### src/rtl/reorder_buffer.sv
// Circular reorder buffer behind issue: allocates tags, captures CDB results,
// retires in program order and raises a pipeline clear on branch/JALR redirects.
module reorder_buffer #(
  parameter int ROB_SIZE = 16,
  parameter int ID_W     = 4
) (
  input  logic            clk,
  input  logic            rst,
  input  logic            rdy,
  input  logic            issue_sgn,
  input  logic [5:0]      issue_opcode,
  input  logic            issue_ready,
  input  logic [31:0]     issue_value,
  input  logic [4:0]      issue_dest,
  input  logic            issue_jumped,
  input  logic [31:0]     issue_jumpto,
  output logic [ID_W-1:0] rob_name,
  output logic            rob_full,
  input  logic            cdb_sgn,
  input  logic [ID_W-1:0] cdb_name,
  input  logic [31:0]     cdb_value,
  input  logic            cdb_taken,
  input  logic [31:0]     cdb_target,
  output logic            commit_reg_sgn,
  output logic [4:0]      commit_rd,
  output logic [31:0]     commit_value,
  output logic [ID_W-1:0] commit_name,
  output logic            commit_store_sgn,
  output logic [ID_W-1:0] commit_lsb_name,
  output logic            clear_sgn,
  output logic [31:0]     clear_pc
);
  localparam logic [5:0] OP_LUI   = 6'd1;
  localparam logic [5:0] OP_AUIPC = 6'd2;
  localparam logic [5:0] OP_JAL   = 6'd3;
  localparam logic [5:0] OP_JALR  = 6'd4;
  localparam logic [5:0] OP_BTYPE = 6'd5;
  localparam logic [5:0] OP_LTYPE = 6'd6;
  localparam logic [5:0] OP_STYPE = 6'd7;
  localparam logic [5:0] OP_ITYPE = 6'd8;
  localparam logic [5:0] OP_RTYPE = 6'd9;

  localparam logic [ID_W:0]   C_CAP  = (ID_W+1)'(ROB_SIZE);
  localparam logic [ID_W:0]   C_ONE  = (ID_W+1)'(1);
  localparam logic [ID_W-1:0] C_STEP = ID_W'(1);

  function automatic logic f_writes_rd(input logic [5:0] op);
    case (op)
      OP_LUI, OP_AUIPC, OP_JAL, OP_JALR,
      OP_LTYPE, OP_ITYPE, OP_RTYPE: return 1'b1;
      default:                      return 1'b0;
    endcase
  endfunction

  logic [ROB_SIZE-1:0] r_valid;
  logic [ROB_SIZE-1:0] r_ready;
  logic [ROB_SIZE-1:0] r_tgt_rdy;
  logic [ROB_SIZE-1:0] r_taken;
  logic [ROB_SIZE-1:0] r_jumped;
  logic [5:0]          r_opcode [ROB_SIZE];
  logic [31:0]         r_value  [ROB_SIZE];
  logic [4:0]          r_dest   [ROB_SIZE];
  logic [31:0]         r_jumpto [ROB_SIZE];

  logic [ID_W-1:0] r_head;
  logic [ID_W-1:0] r_tail;
  logic [ID_W:0]   r_count;

  logic [5:0] w_head_op;
  logic       w_cdb_head;
  logic       w_commit;
  logic       w_redirect;
  logic       w_commit_reg;
  logic       w_commit_store;
  logic       w_issue_ok;

  // Commit decision for the head entry; a CDB write to head defers it a cycle
  always_comb begin
    w_head_op  = r_opcode[r_head];
    w_cdb_head = cdb_sgn && (cdb_name == r_head);
    w_commit   = r_valid[r_head] && r_ready[r_head] && !w_cdb_head &&
                 ((w_head_op != OP_JALR) || r_tgt_rdy[r_head]);
    if (w_commit) begin
      w_redirect = (w_head_op == OP_JALR) ||
                   ((w_head_op == OP_BTYPE) && (r_taken[r_head] != r_jumped[r_head]));
    end else begin
      w_redirect = 1'b0;
    end
    w_commit_reg   = w_commit && f_writes_rd(w_head_op);
    w_commit_store = w_commit && (w_head_op == OP_STYPE);
    w_issue_ok     = issue_sgn && (r_count != C_CAP);
  end

  assign rob_name = r_tail;
  assign rob_full = (r_count >= (C_CAP - C_ONE));

  // Entry storage: CDB capture, store-data snoop, retire and allocate
  always_ff @(posedge clk) begin
    if (rst) begin
      r_valid   <= '0;
      r_ready   <= '0;
      r_tgt_rdy <= '0;
      r_taken   <= '0;
      r_jumped  <= '0;
    end else if (rdy) begin
      if (w_redirect) begin
        r_valid <= '0;
      end else begin
        for (int i = 0; i < ROB_SIZE; i++) begin
          if (cdb_sgn && r_valid[i] && (cdb_name == ID_W'(i))) begin
            r_ready[i] <= 1'b1;
            case (r_opcode[i])
              OP_BTYPE: r_taken[i] <= cdb_taken;
              OP_JALR: begin
                r_jumpto[i]  <= cdb_target;
                r_tgt_rdy[i] <= 1'b1;
              end
              default:  r_value[i] <= cdb_value;
            endcase
          end else if (cdb_sgn && r_valid[i] && !r_ready[i] && (r_opcode[i] == OP_STYPE) &&
                       (r_value[i][ID_W-1:0] == cdb_name)) begin
            r_ready[i] <= 1'b1;
            r_value[i] <= cdb_value;
          end
        end
        if (w_commit) begin
          r_valid[r_head] <= 1'b0;
        end
        // Tail slot is never valid when an issue is accepted, so this cannot collide with the loop above
        if (w_issue_ok) begin
          r_valid[r_tail]   <= 1'b1;
          r_ready[r_tail]   <= issue_ready;
          r_tgt_rdy[r_tail] <= 1'b0;
          r_taken[r_tail]   <= 1'b0;
          r_jumped[r_tail]  <= issue_jumped;
          r_opcode[r_tail]  <= issue_opcode;
          r_value[r_tail]   <= issue_value;
          r_dest[r_tail]    <= issue_dest;
          r_jumpto[r_tail]  <= issue_jumpto;
        end
      end
    end
  end

  // Head/tail pointers and occupancy
  always_ff @(posedge clk) begin
    if (rst) begin
      r_head  <= '0;
      r_tail  <= '0;
      r_count <= '0;
    end else if (rdy) begin
      if (w_redirect) begin
        r_head  <= '0;
        r_tail  <= '0;
        r_count <= '0;
      end else begin
        if (w_commit) begin
          r_head <= r_head + C_STEP;
        end
        if (w_issue_ok) begin
          r_tail <= r_tail + C_STEP;
        end
        case ({w_issue_ok, w_commit})
          2'b10:   r_count <= r_count + C_ONE;
          2'b01:   r_count <= r_count - C_ONE;
          default: r_count <= r_count;
        endcase
      end
    end
  end

  // Registered commit/clear outputs; pulses hold while rdy is low
  always_ff @(posedge clk) begin
    if (rst) begin
      commit_reg_sgn   <= 1'b0;
      commit_rd        <= 5'd0;
      commit_value     <= 32'd0;
      commit_name      <= '0;
      commit_store_sgn <= 1'b0;
      commit_lsb_name  <= '0;
      clear_sgn        <= 1'b0;
      clear_pc         <= 32'd0;
    end else if (rdy) begin
      commit_reg_sgn   <= w_commit_reg;
      commit_store_sgn <= w_commit_store;
      clear_sgn        <= w_redirect;
      if (w_commit_reg) begin
        commit_rd    <= r_dest[r_head];
        commit_value <= r_value[r_head];
        commit_name  <= r_head;
      end
      if (w_commit_store) begin
        commit_lsb_name <= r_dest[r_head][ID_W-1:0];
      end
      if (w_redirect) begin
        clear_pc <= r_jumpto[r_head];
      end
    end
  end
endmodule

### config.mk
export PLATFORM = sky130hd
export DESIGN_NAME = reorder_buffer
export DESIGN_NICKNAME = d
export VERILOG_FILES = /design/src/rtl/reorder_buffer.sv
export SDC_FILE = /design/constraint.sdc
export NUM_CORES = 2
export LEC_CHECK = 0
export CAP_MARGIN = 20
export CELL_PAD_IN_SITES_DETAIL_PLACEMENT = 0
export CELL_PAD_IN_SITES_GLOBAL_PLACEMENT = 2
export CORE_ASPECT_RATIO = 0.8
export CORE_UTILIZATION = 40
export DETAILED_ROUTE_END_ITERATION = 10
export MAX_ROUTING_LAYER = met4
export PLACE_DENSITY_LB_ADDON = 0.08
export SKIP_LAST_GASP = 1
export SYNTH_ARGS = -nofsm -noshare
export SYNTH_HDL_FRONTEND = slang
export SYNTH_SLANG_ARGS = --single-unit
### constraint.sdc
create_clock -name clk -period 8.9 [get_ports clk]
set_input_delay 1.78 -clock clk [delete_from_list [all_inputs] [get_ports clk]]
set_output_delay 1.78 -clock clk [all_outputs]
set_load 0.03 [all_outputs]
==> results.ini <==
[synthesis]
synth_xor_area_share_pct = 0.944
synth.lib_cells_used.distinct = 65
synth.net_count = 4374
synthesis.yosys.warnings = 0
synth-simple-area-share_pct = 3.96
synth_ff_type = edfxtp_1
synth-edff-count = 1200
synthesis.area_mm2 = 0.0677
synth_compound_area_share_pct = 3.08
ys_ff_latch = 1377
netlist_top_cells_area = edfxtp_1, mux4_2, mux2_2
synth_mux_area_share_pct = 30.1
synthDominantAreaCellType = edfxtp_1
synth.top_cell.area_share_pct = 53.2
synth_seq_area_share_pct = 58.5
syn_avg_cell_area_um2 = 16.1
synth_top_family_by_area = multiplexers
synth_async_sr_flop_share_pct = 0
synth_adder_area_share_pct = 0.233
netlist_instances = 4211

[worst_setup_path]
path_delay_family = buffers and inverters
r2r_end = r_value[10][23]
critPathArrivalTime_ns = 6.47
worst_r2r_startpoint = r_head[0]
worst-path-buf-inv = 3
critical_path.max_fanout = 42
timing.critical_path.required_ns = 9.44
critical_path.startpoint_type = flip-flop
ff2ff_setup_slack_ns = 2.97
crit_path_end_kind = flip-flop
path_cells = buf_4, mux4_2, a221oi_1, xor2_1, a2111oi_4, and2_4, nor3_2, buf_4, buf_4, mux2_1
cp_common_cell = buf_4
timing.reg2reg.worst_path_depth = 10
critical-path-max-stage-delay_ns = 0.82
timing.setup.critical_path_class = reg2reg
timing.critical_path.slowest_stage_cell = and2_4

[clock_tree]
cts_buffers = 154
clk-insertion-delay-late_ns = 0.80
cts.sinks = 1377
cts-htree-levels = 4
buffer_levels_on_the_longest_clock_path = 3
post_cts_resized = 0
clk_pin_slew_ns = 0.06
clock_tree_from_tritoncts = done
cts-root-buf = clkbuf_16
hold_buffers = 0
post_cts.repair.setup_buffers = 0

[final_layout]
fill_cells = 14700
layout_area_growth_over_synthesis_pct = 13.7
drive_gt1_share_pct = 29.8
final_cell_count_no_fill = 6687
nets = 4469

[run_status]
status = finished clean

[sta]
timing.final.max_slew_violations = 0
setup_viol = 0
slew_headroom_pct = 21.5
setup_tns_ns = 0
rsz_0062_raised_after_global_routing = no
final_period_minus_worst_setup_slack_ns = 5.93
fin_hold_ws_ns = 0.451
fin_crit_sh_pct = 66.7
worstMarginPinSlew_ns = 1.17
achievable-frequency_ghz = 0.169
skew_ns = 0.0357
timing_hold_violations_final = 0

[die]
ios = 236
core_region_area_mm2 = 0.167
placement_rows = 134
die_area_mm2 = 0.171
die_width_um = 462
dieHeight_um = 370
start_util_pct = 40.4

[routing]
route.detailed.wl_per_inst_um = 33.3
detailedRoute.firstPassIterationCount = 5
via_count = 40400
wl_met1_um = 109000
postRouteWirelength_um = 223000
route.detailed.drc = 0
via_per_inst = 6.04
maxUsedRoutingLayer = met4
met2RoutedLength_um = 96500
met3WireLength_um = 14200
drt.antenna.violating_nets = 0
drt-initial-drc-count = 4372

[flow_run]
cap_viol_max_count = 0

[placed_design]
post-dp-hpwl_um = 139000
port_buffers = 235
placed_cells = 6394
finalWeightedCongestion = 0.844

[global_route]
grt_remaining_overflow = 0
grt_antenna_before_repair = 22
via_count_of_the_first_global_routing_pass = 40100
grt_usage_pct = 26.8
grt_max_degree = 90
grt_first_pass_wirelength_um = 316000

[min_path]
whs_endpoint = clear_pc[17]
hp-class = reg2reg
min_delay_path_depth = 2
min-delay-start = clear_pc[17]

[power]
cell_area_power_density_mw_per_mm2 = 180
vdd_ir_drop_max_mv = 0.197
p_leak_nw = 23.8

-- cells in the final DEF, fill, tap and decap left out, drive strengths merged, types with 108 or more instances in the layout --
cell	instances
dfxtp	177
mux2	1025
clkdlybuf4s50	233
nand3	108
a21oi	133
mux4	375
nand2	152
edfxtp	1200
clkbuf	208
buf	127
-- worst reg2reg max path: stages (launching register included) --
cell and delay [ns]:
dfxtp_4 0.66, buf_4 0.69, mux4_2 0.71, a221oi_1 0.42, xor2_1 0.24, a2111oi_4 0.77
and2_4 0.82, nor3_2 0.17, buf_4 0.38, buf_4 0.42, mux2_1 0.39
-- stage by stage --
step | power [mW] | setup WS [ns] | util, % | area (µm²)
after floorplan | 7.57 | 3.34 | - | 67700
after global placement | 7.86 | 2.46 | 43.0 | 72000
after detailed placement | 7.87 | 2.49 | 43.2 | 72300
after CTS | 14.0 | 2.91 | 46.0 | 77000
after global routing | 14.3 | 2.74 | 46.0 | 77000
final | 13.8 | 2.97 | 46.0 | 77000
-- kinds of logic after synthesis --
group                      after synthesis
and+or+nand+nor                        528
buffers and inverters                  450
AOI/OAI and AO/OA                      335
xor gates and xnor gates                73
DFF                                   1377
adders and majority gates               12
muxes                                 1436
-- synthesized netlist by cell type, types with 54 or more instances --
library cell  instances
edfxtp_1           1200
buf_2                54
nor3_1               73
mux4_2              375
xor2_1               69
nand2_1             152
clkbuf_1            251
a21oi_1             133
mux2_1              506
nand3_1             108
dfxtp_1             177
o21ai_0              68
mux2_2              519
-- where the power goes --
group | switching (mW) | internal (mW)
Sequential | 0.0118 | 7.03
Combinational | 0.401 | 0.289
Clock | 2.74 | 3.37
-- layout make-up --
cell class,count,area (µm²),area share [%]
Sequential cell,1377,39600,51.4
Multi-Input combinational cell,2384,26200,34.0
Clock buffer,208,4150,5.39
Timing Repair Buffer,360,3580,4.65
Tap cell,2244,2810,3.65
Clock inverter,77,551,0.715
Inverter,29,109,0.141
Antenna cell,8,20.0,0.0260
-- flip-flops by register name, summed over array words and instances (netlist names), 5 cells and up, named ones only --
name          flops
clear_pc         32
commit_rd         5
commit_value     32
r_count           5
r_dest           80
r_jumped         16
r_jumpto        512
r_opcode         96
r_ready          16
r_taken          16
r_tgt_rdy        16
r_valid          16
r_value         512
-- how the worst max path moves through the flow --
| stage | from | end | slack [ns] | cells past startpoint |
|---|---|---|---|---|
| 2_1_floorplan | cdb_name[3] | r_jumpto[12][0] | 3.34 | 8 |
| 3_3_place_gp | cdb_name[1] | r_value[10][26] | 2.46 | 11 |
| 3_5_place_dp | cdb_name[1] | r_value[10][21] | 2.49 | 11 |
| 4_1_cts | r_head[0] | r_value[10][21] | 2.91 | 10 |
| 5_1_grt | r_head[0] | r_value[10][2] | 2.74 | 10 |
| 6_report | r_head[0] | r_value[10][23] | 2.97 | 10 |
-- metal layers --
| metal | GRT usage, % | up-vias |
|---|---|---|
| met1 | 41.1 | 21800 |
| li1 | - | 17000 |
| met3 | 4.41 | 216 |
| met4 | 4.98 | 0 |
| met5 | - | - |
| met2 | 37.3 | 1358 |
No activity file was read; power rests on OpenSTA's default activity.
